### src/rtl/adsr_envelope.sv
// ADSR envelope generator: gate-driven Attack/Decay/Sustain/Release ramp advanced on sample ticks,
// producing a non-negative fixed-point gain for the multiplier's b_in operand.
module adsr_envelope #(
  parameter int WORD_LENGTH = 8,
  parameter int QI          = 2,
  parameter int FRAC_EXT    = 8
) (
  input  logic                   clk,
  input  logic                   reset,
  input  logic                   en,
  input  logic                   gate_in,
  input  logic [WORD_LENGTH-1:0] attack_step,
  input  logic [WORD_LENGTH-1:0] decay_step,
  input  logic [WORD_LENGTH-1:0] release_step,
  input  logic [WORD_LENGTH-1:0] sustain_level,
  output logic [WORD_LENGTH-1:0] env_out,
  output logic                   env_valid,
  output logic [2:0]             state_out,
  output logic                   active
);

  localparam int ACC_W = WORD_LENGTH + FRAC_EXT;
  localparam int CMP_W = ACC_W + 1;
  localparam logic [CMP_W-1:0] ONE = CMP_W'(1) << (WORD_LENGTH - QI + FRAC_EXT);
  localparam logic [WORD_LENGTH-1:0] UNITY = WORD_LENGTH'(1) << (WORD_LENGTH - QI);

  typedef enum logic [2:0] {
    IDLE    = 3'd0,
    ATTACK  = 3'd1,
    DECAY   = 3'd2,
    SUSTAIN = 3'd3,
    RELEASE = 3'd4
  } state_t;

  state_t           state_reg, state_next;
  logic [ACC_W-1:0] acc_reg, acc_next;
  logic [CMP_W-1:0] acc_ext, a_ext, d_ext, r_ext, sus, attack_base, attack_sum;
  logic             attack_done, decay_done, release_done;

  // Sustain target clamped into 0..1.0 and widened to accumulator precision
  always_comb begin
    if (sustain_level[WORD_LENGTH-1])
      sus = '0;
    else if (sustain_level > UNITY)
      sus = ONE;
    else
      sus = CMP_W'({sustain_level, {FRAC_EXT{1'b0}}});
  end

  // All ramp arithmetic is done one bit wider than the accumulator so sums never wrap
  always_comb begin
    acc_ext      = {1'b0, acc_reg};
    a_ext        = CMP_W'(attack_step);
    d_ext        = CMP_W'(decay_step);
    r_ext        = CMP_W'(release_step);
    attack_base  = (state_reg == IDLE) ? '0 : acc_ext;
    attack_sum   = attack_base + a_ext;
    attack_done  = (attack_sum >= ONE) || (attack_step == '0);
    decay_done   = (acc_ext <= d_ext) || (decay_step == '0) || ((acc_ext - d_ext) <= sus);
    release_done = (acc_ext <= r_ext) || (release_step == '0);
  end

  always_comb begin
    state_next = state_reg;
    acc_next   = acc_reg;
    case (state_reg)
      IDLE: begin
        acc_next = '0;
        if (gate_in) begin
          state_next = attack_done ? DECAY : ATTACK;
          acc_next   = attack_done ? ACC_W'(ONE) : ACC_W'(attack_sum);
        end
      end
      ATTACK: begin
        if (!gate_in) begin
          state_next = RELEASE;
        end else begin
          state_next = attack_done ? DECAY : ATTACK;
          acc_next   = attack_done ? ACC_W'(ONE) : ACC_W'(attack_sum);
        end
      end
      DECAY: begin
        if (!gate_in) begin
          state_next = RELEASE;
        end else if (decay_done) begin
          state_next = SUSTAIN;
          acc_next   = ACC_W'(sus);
        end else begin
          acc_next = ACC_W'(acc_ext - d_ext);
        end
      end
      SUSTAIN: begin
        if (!gate_in)
          state_next = RELEASE;
        else
          acc_next = ACC_W'(sus);
      end
      RELEASE: begin
        // A retrigger continues upward from the current level rather than restarting at zero
        if (gate_in) begin
          state_next = attack_done ? DECAY : ATTACK;
          acc_next   = attack_done ? ACC_W'(ONE) : ACC_W'(attack_sum);
        end else if (release_done) begin
          state_next = IDLE;
          acc_next   = '0;
        end else begin
          acc_next = ACC_W'(acc_ext - r_ext);
        end
      end
      default: begin
        state_next = IDLE;
        acc_next   = '0;
      end
    endcase
  end

  always_ff @(posedge clk) begin
    if (reset) begin
      state_reg <= IDLE;
      acc_reg   <= '0;
      env_out   <= '0;
      env_valid <= 1'b0;
      state_out <= 3'd0;
      active    <= 1'b0;
    end else begin
      env_valid <= en;
      if (en) begin
        state_reg <= state_next;
        acc_reg   <= acc_next;
        env_out   <= acc_next[ACC_W-1:FRAC_EXT];
        state_out <= state_next;
        active    <= (state_next != IDLE);
      end
    end
  end

endmodule

### config.mk
export PLATFORM = sky130hd
export DESIGN_NAME = adsr_envelope
export DESIGN_NICKNAME = d
export VERILOG_FILES = /design/src/rtl/adsr_envelope.sv
export SDC_FILE = /design/constraint.sdc
export NUM_CORES = 1
export LEC_CHECK = 0
export CAP_MARGIN = 20
export CORE_AREA = 5 5 112 114
export DETAILED_ROUTE_END_ITERATION = 8
export DIE_AREA = 0 0 117 119
export GPL_TIMING_DRIVEN = 0
export HOLD_SLACK_MARGIN = 0.1
export MAX_ROUTING_LAYER = met4
export PLACE_DENSITY = 0.46
export SLEW_MARGIN = 10
export SYNTH_ARGS = -nofsm -noshare
export SYNTH_HDL_FRONTEND = slang
export SYNTH_SLANG_ARGS = --single-unit
### constraint.sdc
create_clock -name clk -period 10.55 [get_ports clk]
set_input_delay 2.11 -clock clk [delete_from_list [all_inputs] [get_ports clk]]
set_output_delay 2.11 -clock clk [all_outputs]
set_load 0.03 [all_outputs]
==> results of run 1 <==
cell usage after synthesis (2+ instances only):
library cell	n	area share [%]
sky130_fd_sc_hd__a211o_1	4	1.1
sky130_fd_sc_hd__o211a_1	2	0.60
sky130_fd_sc_hd__a21o_1	10	2.3
sky130_fd_sc_hd__o31a_1	3	0.79
sky130_fd_sc_hd__nor2b_1	15	2.8
sky130_fd_sc_hd__inv_1	23	2.6
sky130_fd_sc_hd__nor3_1	14	2.1
sky130_fd_sc_hd__buf_4	9	2.0
sky130_fd_sc_hd__nor4_1	10	1.9
sky130_fd_sc_hd__nand3_1	14	2.1
sky130_fd_sc_hd__xor2_1	12	3.2
sky130_fd_sc_hd__a31oi_1	5	0.94
sky130_fd_sc_hd__a311oi_1	5	1.3
sky130_fd_sc_hd__and4_1	3	0.79
sky130_fd_sc_hd__or2_2	4	0.75
sky130_fd_sc_hd__o211ai_1	3	0.68
sky130_fd_sc_hd__fa_1	3	1.8
sky130_fd_sc_hd__buf_2	2	0.30
sky130_fd_sc_hd__dfxtp_1	21	13
sky130_fd_sc_hd__xnor2_1	16	4.2
sky130_fd_sc_hd__a211oi_1	12	2.7
sky130_fd_sc_hd__or3_4	2	0.68
sky130_fd_sc_hd__o22ai_1	2	0.38
sky130_fd_sc_hd__a22oi_1	6	1.4
sky130_fd_sc_hd__o32ai_1	2	0.53
sky130_fd_sc_hd__o311ai_0	2	0.53
sky130_fd_sc_hd__ha_1	31	12
sky130_fd_sc_hd__nand2_1	29	3.3
sky130_fd_sc_hd__nand2b_1	10	1.9
sky130_fd_sc_hd__a21oi_1	37	5.6
sky130_fd_sc_hd__nand4_1	15	2.8
sky130_fd_sc_hd__clkbuf_1	18	2.0
sky130_fd_sc_hd__or3_1	4	0.75
sky130_fd_sc_hd__o21a_1	7	1.6
sky130_fd_sc_hd__o21ai_0	22	3.3
sky130_fd_sc_hd__nor2_1	36	4.1
sky130_fd_sc_hd__and3_1	5	0.94
sky130_fd_sc_hd__o31ai_1	5	1.1
sky130_fd_sc_hd__o41ai_1	2	0.53
critical path, cell delays in order:
cell and delay, ps:
sky130_fd_sc_hd__clkdlybuf4s50_1 470, sky130_fd_sc_hd__inv_1 50, sky130_fd_sc_hd__ha_1 350, sky130_fd_sc_hd__nor2_1 80
sky130_fd_sc_hd__a211oi_1 620, sky130_fd_sc_hd__o221ai_1 370, sky130_fd_sc_hd__nand2_1 220, sky130_fd_sc_hd__nor2_1 80
sky130_fd_sc_hd__xor2_1 170, sky130_fd_sc_hd__ha_1 330, sky130_fd_sc_hd__nand4_1 130, sky130_fd_sc_hd__or4b_1 490
sky130_fd_sc_hd__or3_4 430, sky130_fd_sc_hd__o211ai_2 300, sky130_fd_sc_hd__a31oi_4 190, sky130_fd_sc_hd__or3_1 400
sky130_fd_sc_hd__a41oi_2 190
metal layers:
layer  wire length, um  up-vias  global-route usage, %
met4                77        0                   2.15
met5                 0        -                      -
met1              5880     1713                   25.7
met3               616        7                   1.52
met2              5460      106                   27.2
li1                  -     1817                      -
cells in the final DEF (no fill, tap or decap), types with 10 or more instances in the layout:
master,synthesis,final
sky130_fd_sc_hd__nor3_1,14,14
sky130_fd_sc_hd__clkdlybuf4s50_1,0,47
sky130_fd_sc_hd__nor2b_1,15,15
sky130_fd_sc_hd__a21o_1,10,10
sky130_fd_sc_hd__dfxtp_1,21,21
sky130_fd_sc_hd__nand2_1,29,29
sky130_fd_sc_hd__nand4_1,15,15
sky130_fd_sc_hd__nand2b_1,10,10
sky130_fd_sc_hd__xnor2_1,16,16
sky130_fd_sc_hd__a21oi_1,37,37
sky130_fd_sc_hd__nand3_1,14,14
sky130_fd_sc_hd__a211oi_1,12,12
sky130_fd_sc_hd__ha_1,31,31
sky130_fd_sc_hd__clkbuf_1,18,18
sky130_fd_sc_hd__o21ai_0,22,22
sky130_fd_sc_hd__inv_1,23,23
sky130_fd_sc_hd__nor4_1,10,10
sky130_fd_sc_hd__xor2_1,12,12
sky130_fd_sc_hd__nor2_1,36,36
kinds of logic (layout without fill, tap and decap cells):
| logic type | Yosys count | count (layout) |
|---|---|---|
| muxes | 2 | 2 |
| adders and majority gates | 34 | 34 |
| and+or+nand+nor | 173 | 173 |
| buffers and inverters | 53 | 105 |
| AOI/OAI and AO/OA | 145 | 145 |
| xor gates and xnor gates | 28 | 28 |
| DFF | 21 | 21 |
path summary, 6_finish.rpt:
check | depth (start not counted) | start | end
max | 17 | decay_step[2] | acc_reg[13]
min | 2 | active | active
max reg2reg | 15 | acc_reg[4] | acc_reg[13]
min reg2reg | 2 | active | active
layout make-up:
class                   instances  area, um2
flip-flops and latches         21        420
plain buffers                  30        156
clock buffers                   3       75.1
well taps                     143        179
repair buffers                 48        475
inverters                      23       86.3
multi-input cells             382       2660
fillers                      1247       7260
clock inverters                 1       5.00
through the flow:
stage	hold WS, ps	instances	setup slack [ps]	power (mW)
finish	499	651	3740	0.299
global route	546	651	3420	0.319
CTS	499	651	3790	0.301
detailed placement	489	647	3520	0.214
global placement	484	646	3540	0.213
floorplan	515	456	4750	0.170
power by group:
| part | switching (mW) | leakage, nW | internal [mW] |
|---|---|---|---|
| combinational | 0.0737 | 1.42 | 0.0539 |
| sequential | 0.00368 | 0.171 | 0.0821 |
| clock | 0.0349 | 0.0409 | 0.0511 |
| total | 0.112 | 1.63 | 0.187 |
==> reports/results.txt, run 1 <==
The floorplan step defined a die boundary enclosing 13900 um2. The overall via count from detail_route is 3643. The area fraction in compound gates after synthesis is 30.5%, and the ratio of final minimum period to clock period is 64.5%. The overall die width came out at 117 um.

The run gives 5720 ps as the internal reg-to-reg setup slack. Detailed placement finished with a half-perimeter wire length of 9830 um. In the final layout, the share of cells above drive strength 1 is 7.09%. The tools report the type of origin of the critical path as an input port. The number of antenna violations at the first check in global routing came out at 0. The run gives 12.6% as the proportion of synthesized chip area in sequential cells. Yosys mapped a number of flops with a built-in enable equal to 0. Number of flip-flops under the largest register name: 16. The synthesized design contains 21 register bits. The run gives 10740 ps as the required time at the worst-slack endpoint. The worst setup path is captured at a flop.

Setup repair after global routing left no endpoint under its margin. The tools report the number of inserted diodes as 0. The wire length per cell after detailed routing works out to 18.5 um. The worst setup path is of the input port to flop kind. The number of max-slew violations in the final report is 0, and the actual slew at the worst max-slew pin is 888 ps.

TritonCTS built the clock tree. The area growth from synthesis to final layout was 22.1%; the final estimated routing congestion in global placement was 0.876. Setup violations remaining at the end of the flow were counted as 0. Using the TritonRoute via totals, the vias-per-cell ratio works out to 5.60. Once detail routing completed, the nets flagged for antenna violations numbered 0. The prevailing post-synth register cell is sky130_fd_sc_hd__dfxtp_1. Power density over cell area: 73.7 nW/um2.

The number of setup buffers added after CTS is 0. The port buffer count is 47. Summed over all cells, the static leakage comes to 1.63 nW. The initial utilization of the core area, before any placement, comes to 29.4%. The flow ran to the end, and the final reports show no timing, DRC or antenna violations.

The tools report the H-tree depth reported by CTS as 1. Of the total synthesized cell area, the portion taken by full adders, half adders and majority gates is 13.5%. The final net count is 579. The run gives 39 as the number of rows in the core area. Entering global routing, the biggest net connects 13 pins. Remaining max-slew budget at the tightest pin: 40.4%. In this run the count of I/O pins placed on the die edge is 49.

After synthesis, the largest family of logic cells by area is compound AO/OA/AOI/OAI gates. Of the total synthesized cell area, the portion taken by AND, OR, NAND and NOR gates is 28.1%. In the synthesized netlist the async set-or-reset flop fraction comes to 0%. The cell sitting at the root of the clock tree is a sky130_fd_sc_hd__clkbuf_16. The share of the synthesized netlist area taken by xor and xnor gates was 7.37%. The maximum clock frequency is 147 MHz, and the remaining global-route overflow is 0.

The height of the die is 119 um. Counting every instance in the synthesized netlist gives 456. The post-synthesis mux area share is 0.639%, and the total of max-cap violations is 0. For the quantity of hold-fixing buffers added after cts, the log shows 0. The path class of the lowest-slack min-delay path is flop to flop.

After detailed routing, the total wire length is 12000 um. The first global-routing pass estimated 18900 um of wire. In the routed design, unresolved DRC markers number 0. After clock tree synthesis, the repair step resized 0 gates. The run gives 260 ps as the insertion delay of the later-clocked pin in the worst-skew pair. VDD sags by at most 0.0528 mV. The tools report the post-synth net total as 526. In this run the mean area of a mapped cell was 7.30 um2. Yosys mapped the design onto 70 distinct sky130hd cell types. The via count of the first global-routing pass was 3480. The logs give 0 for the number of endpoints with negative hold slack in the final report and 3 for the number of clock buffers inserted by TritonCTS.

Core outline area: 11300 um2. The run gives 2 as the number of buffers on the longest clock path. The final design area excluding fillers came out at 4060 um2.

The tree built by TritonCTS fans out to 21 sinks. In this run the worst path has a maximum fanout of 5. The total global routing track utilization was 17.6%. Between clock sinks in the finished design, the worst skew comes to 6.77 ps. Measured on the finished design, the core utilization comes to 35.9%. The first routing iteration left 310 violations.

Setup total negative slack on the finished layout was measured at 0 ps. The Yosys step of the flow raised 0 warnings. The run gives 5 as the first-pass iteration count of the detailed router. The run gives 6990 ps as the arrival time at the worst endpoint. After synthesis the cells add up to 3330 um2. After clock tree synthesis, the clock-pin slew on the worst setup and hold paths is 70 ps. For the finished layout, the period the worst path requires is 6810 ps. For the post-placement cell area, the log shows 3980 um2.
No activity file was read; power rests on OpenSTA's default activity.
==> inputs of run 2 (changes only) <==
Settings changed: PLACE_DENSITY 0.46 to 0.48.
Clock period 10.55 ns to 5.53 ns, I/O delays scaled along.
==> run 2 against run 1 <==
- first-iteration DRC count shrank 6.1%
- setup slack lost 3500 ps
- flip-flop and latch count is the same
- combinational power grew 96%
- hold slack lost 9.8 ps
==> reports/results.txt, run 2 (synthesis gave the netlist of run 1 again) <==
Height of the die: 119 um. After detailed routing, the number of vias per cell comes to 5.53. Power density over cell area: 138 nW/um2.

Of all nets on the critical path, the largest fanout is 5. The wire length per cell after detailed routing was 18.2 um. Area growth from synthesis to final layout: 24.9%.

At the pin with the least slew margin, the transition time is 842 ps. After legalization and detailed placement, the total HPWL measured 9680 um. The analysis attributes to net switching a power of 0.211 mW.

For the final standard cell count with taps included and fillers excluded, the log shows 653. Counting every sink on the clock net gives 21. Once layout is done, the placed cells without fillers occupy 4150 um2. Portion of total power attributed to combinational logic: 43.8%. In this run the tightest slew margin relative to its limit is 43.5%. The run gives 3556 as the via count of the first global-routing pass. By startpoint and endpoint, the worst setup path is classified as input port to flop. The shortest clock period the worst path allows after layout works out to 5310 ps. Once detail routing completed, the nets flagged for antenna violations numbered 0.

Insertion delay of the later-clocked pin in the worst-skew pair: 260 ps. In this run the core area contains 39 standard-cell rows. The count of final setup violators was 0; the arrival time at the worst endpoint was 5430 ps.

Fraction of power consumed by sequential logic: 28.6%. The tools report the number of endpoints with negative hold slack in the final report as 0. For the number of inserted diodes, the log shows 0. For the number of antenna violations at the first check in global routing, the log shows 0. Setup repair after global routing left no endpoint under its margin. Summed over all cells, the static leakage comes to 1.67 nW.

Clock-pin slew was measured on the worst setup and hold paths at 60 ps. Walking the worst path, the cells encountered are clkdlybuf4s50_1, ha_1, inv_1, fa_2, a21o_1, nand4_1, a31oi_4, nor2_2, nand2_1, xnor2_2, ha_1, nand4_1, or4b_1, or3_4, o211ai_4, nand3_4, a311oi_1, a211oi_2. The die is 117 um wide. TritonCTS built the clock tree. The most critical setup path has its startpoint at decay_step[0]. For the sum of negative setup slack, the log shows 0 ps.

The worst setup path is captured at a flop. At the end of routability-driven placement, the weighted congestion stood at 0.884. The flow ran to the end, and the final reports show no timing, DRC or antenna violations.

The worst setup path is launched from an input port. The number of max-slew violations in the final report was 0; the global-route wire length before repair was 18800 um. Data on the critical path is required at its endpoint by 5650 ps. For this run the aggregate overflow at the end of global routing stands at 0. The number of cells on the worst reg-to-reg path is 18, and the number of flip-flops under the largest register name is 16. The core region is 11300 um2.

The endpoint identified for the worst register-to-register timing path is acc_reg[10]. After detailed routing, the total wire length is 11900 um. Total power of the final layout: 0.573 mW. Critical path's top delay family: simple AND/OR/NAND/NOR gates. Clock tree synthesis selected as its root buffer the cell sky130_fd_sc_hd__clkbuf_16. Counting both buffers and inverters, the worst setup path holds a total of 2. The overall via count from detail_route was 3608.

Leaving out fill and tap cells, the most frequent cells in the layout are sky130_fd_sc_hd__clkdlybuf4s50_1 (47), sky130_fd_sc_hd__a21oi_1 (36), sky130_fd_sc_hd__nor2_1 (35). Most frequent standard cell in the layout excluding fill and tap cells: sky130_fd_sc_hd__clkdlybuf4s50_1. Buffers inserted during clock tree synthesis total 3. Placed instance count: 647. For the final database, setup skew stands at 5.26 ps. Share of total power consumed by net switching: 36.8%.

The first detailed-routing pass took 4 iterations. During I/O placement, the number of pins put on the boundary was 49. The part of the power in the clock network came out at 27.6%. The total stage count of the critical path is 18, and the ratio of cells with drive above 1 in the final layout is 9.22%. No sink is reached through more buffers than the 2 on the longest clock path. The worst path uses 96.0% of the clock period. Among all stages on the critical path, the largest delay is contributed by sky130_fd_sc_hd__or4b_1.

For the worst hold-check slack, the log shows 489 ps. In this run the cell area measured after placement is 3980 um2. The tool flagged a number of max-cap violations equal to 0. Path class of the lowest-slack min-delay path: flop to flop. Entering global routing, the biggest net connects 12 pins. The run gives 0.362 mW as the internal portion of total power. The starting utilization of the core area was 29.4%; the area of the die was 13900 um2.

The total global routing track utilization was 17.3%; the stage delay of the slowest cell on the critical path was 530 ps. In this run the worst setup path terminates at acc_reg[10]. Worst supply voltage drop on vdd: 0.0835 mV. The worst register-to-register path begins at acc_reg[0]. After clock tree synthesis, the flow added hold-fix buffers numbering 0. In this run the register-to-register setup slack is 1070 ps. After the first detailed-routing iteration, the DRC count stood at 291. The H-tree depth reported by CTS is 1. For the final net count, the log shows 581.

Input and output buffers added on the ports amount to 47. After detailed routing, the number of remaining DRC violations is 0. The tools report the maximum clock frequency as 188 MHz.
[run 2: worst register-to-register path: stages, from the launching register on]
cell and delay [ps]:
sky130_fd_sc_hd__dfxtp_1 330, sky130_fd_sc_hd__inv_1 140, sky130_fd_sc_hd__ha_1 180, sky130_fd_sc_hd__inv_1 50, sky130_fd_sc_hd__fa_2 350, sky130_fd_sc_hd__a21o_1 180, sky130_fd_sc_hd__nand4_1 160, sky130_fd_sc_hd__a31oi_4 140
sky130_fd_sc_hd__nor2_2 180, sky130_fd_sc_hd__nand2_1 110, sky130_fd_sc_hd__xnor2_2 180, sky130_fd_sc_hd__ha_1 310, sky130_fd_sc_hd__nand4_1 150, sky130_fd_sc_hd__or4b_1 530, sky130_fd_sc_hd__or3_4 380, sky130_fd_sc_hd__o211ai_4 280
sky130_fd_sc_hd__nand3_4 150, sky130_fd_sc_hd__a311oi_1 410, sky130_fd_sc_hd__a211oi_2 120
[run 2: what timing repair did]
action / 4_1_cts / 5_1_grt
buffers inserted: 0 / 2
endpoints found under the setup margin: 14 / 17
gates resized for setup: 1 / 14
pin swaps: 0 / 7
[run 2: area by class of cell]
type / count / area [um2]
fillers: 1232 / 7170
clock buffers: 4 / 78.8
repair buffers: 50 / 490
plain buffers: 30 / 160
well taps: 143 / 179
inverters: 23 / 86.3
multi-input cells: 382 / 2740
flip-flops and latches: 21 / 420
[run 2: through the flow]
stage | worst slack, ps | util, %
floorplan | 739 | -
global placement | -422 | 35.1
detailed placement | -411 | 35.2
CTS | 2.52 | 35.9
global route | 16.0 | 36.7
finish | 221 | 36.7
[run 2: worst min-delay path by stage]
| stage | endpoint | start | cells after the start | slack, ps |
|---|---|---|---|---|
| 2_1_floorplan | acc_reg[0] | acc_reg[0] | 2 | 510 |
| 3_3_place_gp | active | active | 2 | 480 |
| 3_5_place_dp | active | active | 2 | 490 |
| 4_1_cts | active | active | 2 | 500 |
| 5_1_grt | active | active | 2 | 550 |
| 6_report | active | active | 2 | 490 |
[run 2: power groups by stage]
stage	Combinational [mW]	Sequential, mW	Clock, mW
after floorplan	0.157	0.168	0
after global placement	0.238	0.167	0
after detailed placement	0.239	0.167	0
after CTS	0.242	0.164	0.162
after global routing	0.276	0.165	0.168
final	0.251	0.164	0.158
[run 2: per-layer routing]
metal / track usage [%] / up-vias / wire (um)
li1: - / 1821 / -
met5: - / - / 0
met1: 24.6 / 1704 / 5880
met2: 27.3 / 76 / 5520
met3: 1.01 / 7 / 410
met4: 3.01 / 0 / 94
==> inputs of run 3 (changes only) <==
Settings changed: CORE_AREA 5 5 112 114 to 5 5 87 89, CTS_CLUSTER_DIAMETER set to 80, DIE_AREA 0 0 117 119 to 0 0 92 94, PLACE_DENSITY 0.48 to 0.76.
==> run 3 against run 2 <==
- flip-flop and latch count is the same
- via count grew 3.8%
- maximum frequency shrank 2.4%
- first-iteration DRC count grew 19%
==> reports/results.txt, run 3 (synthesis gave the netlist of run 1 again) <==
Before antenna repair, the detailed router went through 6 iterations. The count of pins on the block boundary came out at 49. For the pin with the worst max-slew slack, the measured transition is 792 ps. Fill cells in the final layout number 642. Number of flip-flops under the largest register name: 16. For hold timing, the worst endpoint is active. For this design the static power due to leakage is 1.65 nW. During placement, the flow inserted port buffers numbering 47. The clock drives 21 sinks. Across the VDD grid, the largest voltage drop is 0.0977 mV. The starting utilization of the core area was 49.8%.

Share of the core filled with cells in the final layout: 60.0%. For this design, the slowest cell found on the critical path is sky130_fd_sc_hd__or4b_1. Counting along the longest clock path gives a buffer depth of 2. The worst hold path was traced through 2 stages.

For this run, the slowest stage of the critical path takes 550 ps. Clock tree synthesis selected as its root buffer the cell sky130_fd_sc_hd__clkbuf_8. The HPWL after detailed placement is 8520 um.

The sum of negative setup slack was 0 ps; the wire length per cell after detailed routing was 18.1 um. The most frequent standard cell in the layout excluding fill and tap cells was sky130_fd_sc_hd__clkdlybuf4s50_1. The remaining global-route overflow came out at 0.

The beginning of the worst register-to-register path was acc_reg[0]. For the global-route wire length before repair, the log shows 17000 um. TritonCTS built the clock tree. The clock arrives with 8.77 ps of skew.

Data on the critical path is required at its endpoint by 5700 ps. Setup repair after global routing could not meet its margin everywhere. Static timing analysis puts the maximum clock frequency at 184 MHz.

The number of endpoints with negative hold slack in the final report was 0; the critical-path maximum fanout was 4. The tools report the register cell area after layout as 420 um2. The flow ran to the end, and the final reports show no timing, DRC or antenna violations. The number of antenna diodes in the final layout is 0. The detailed router finished its first iteration with 347 violations. The core region is 6680 um2. Entering global routing, the biggest net connects 13 pins.

Including well taps, the total number of placed cells is 584. After clock tree synthesis, the flow added hold-fix buffers numbering 0. The net count of the finished layout is 581.

Grouping stages by cell kind, the critical path spends the most delay in simple AND/OR/NAND/NOR gates. TritonCTS created 3 clock buffers. In the finished design, the share of the clock period the worst path needs comes to 98.4%. The height of the die was 94 um; the routed wire length was 10700 um.

The logs give 8650 um2 for the area of the die and 30 for the number of rows in the core area. The area growth from synthesis to final layout was 20.5%; the power density over cell area was 129 nW/um2. The logs give 2710 um2 for the area used by multi-input combinational logic and 0 for the DRC violation count after routing.

The worst register-to-register path has a setup slack of 940 ps. The finished layout holds 590 standard cells, fillers aside. Walking the worst path, the cells encountered are clkdlybuf4s50_1, ha_1, inv_1, fa_1, a21o_1, nand4_1, a31oi_4, nor2_2, nand2_1, xnor2_1, ha_1, nand4_1, or4b_1, or3_4, o211ai_4, and4_1, o21ai_0, a211oi_1. The via count of the first global-routing pass was 3501; the via-per-instance ratio was 6.35.

In the global route stage, overall resource usage came out at 25.0%. For the worst setup path, the data arrival time is 5610 ps. The number of max-slew violations in the final report is 0, and the count of buffering cells on the critical path with inverters included is 2.

The shortest clock period the worst path allows after layout is 5440 ps. The worst register-to-register path ends at acc_reg[8]. The floorplan step set the die width to 92 um.

In this run the worst hold path is classified as flop to flop. Summing over every cut layer, the via total after detailed routing is 3745. Headroom to the max-slew limit came out at 46.8%.

Number of antenna violations at the first check in global routing: 0. The startpoint identified for the worst hold timing path is active. STA classifies the critical path startpoint as an input port.

STA classifies the critical path endpoint as a flop. In this run the remaining antenna-violating nets after routing total 0. The critical path in this run is classified as input port to flop. Setup violations remaining at the end of the flow were counted as 0. The tool flagged a number of max-cap violations equal to 0. The insertion delay of the later-clocked pin in the worst-skew pair came out at 270 ps.

The top cell types in the final layout, fill and taps aside, are sky130_fd_sc_hd__clkdlybuf4s50_1 (47), sky130_fd_sc_hd__a21oi_1 (37), sky130_fd_sc_hd__nor2_1 (35). The ratio of cells with drive above 1 in the final layout is 8.43%. The clock transition at the registers of the reported paths is 90 ps, and the final estimated routing congestion in global placement is 0.981.

Counting cells, the worst reg-to-reg path comes to 18. The H-tree depth reported by CTS is 1.
-- run 3: what timing repair did --
action,in CTS,in global routing
setup endpoints to repair,5,15
setup buffers,1,1
pin swaps,1,4
gates resized for setup,2,5
-- run 3: where the power goes --
| group | switching (mW) | internal (mW) |
|---|---|---|
| Sequential | 0.00681 | 0.156 |
| Clock | 0.0574 | 0.0505 |
| Combinational | 0.141 | 0.105 |
-- run 3: how the worst max path moves through the flow --
| stage | start | end | slack, ps | cells past startpoint |
|---|---|---|---|---|
| after floorplan | decay_step[2] | acc_reg[13] | 740 | 16 |
| after global placement | decay_step[2] | acc_reg[13] | -320 | 17 |
| after detailed placement | decay_step[2] | acc_reg[13] | -370 | 17 |
| after CTS | decay_step[0] | acc_reg[13] | 10 | 18 |
| after global routing | decay_step[0] | acc_reg[14] | -40 | 19 |
| final | decay_step[0] | acc_reg[8] | 90 | 18 |
-- run 3: through the flow --
step	power, mW	area, um2	setup WS [ps]	hold slack, ps
floorplan	0.325	3330	739	515
global placement	0.395	3900	-323	481
detailed placement	0.401	3900	-372	485
CTS	0.510	3970	10.4	496
global route	0.546	4010	-39.1	537
finish	0.517	4010	88.6	492
-- run 3: area by class of cell --
| cell class | count | share of cell area (%) |
|---|---|---|
| timing repair buffer | 50 | 12.2 |
| clock buffer | 3 | 1.03 |
| multi-input combinational | 382 | 67.6 |
| clock inverter | 1 | 0.125 |
| buffer | 30 | 3.90 |
| tap | 80 | 2.50 |
| sequential | 21 | 10.5 |
| inverter | 23 | 2.15 |
-- run 3: tightest hold or removal path: stages, from the launching register on --
cell                       delay (ps)
sky130_fd_sc_hd__dfxtp_1          320
sky130_fd_sc_hd__nor2_1            80
sky130_fd_sc_hd__a311oi_1          50
-- run 3: metal layers --
metal | track usage [%] | up-vias | routed length, um
li1 | - | 1825 | -
met1 | 32.5 | 1759 | 4730
met2 | 41.5 | 148 | 5000
met3 | 2.64 | 13 | 767
met4 | 6.93 | 0 | 159
met5 | - | - | 0
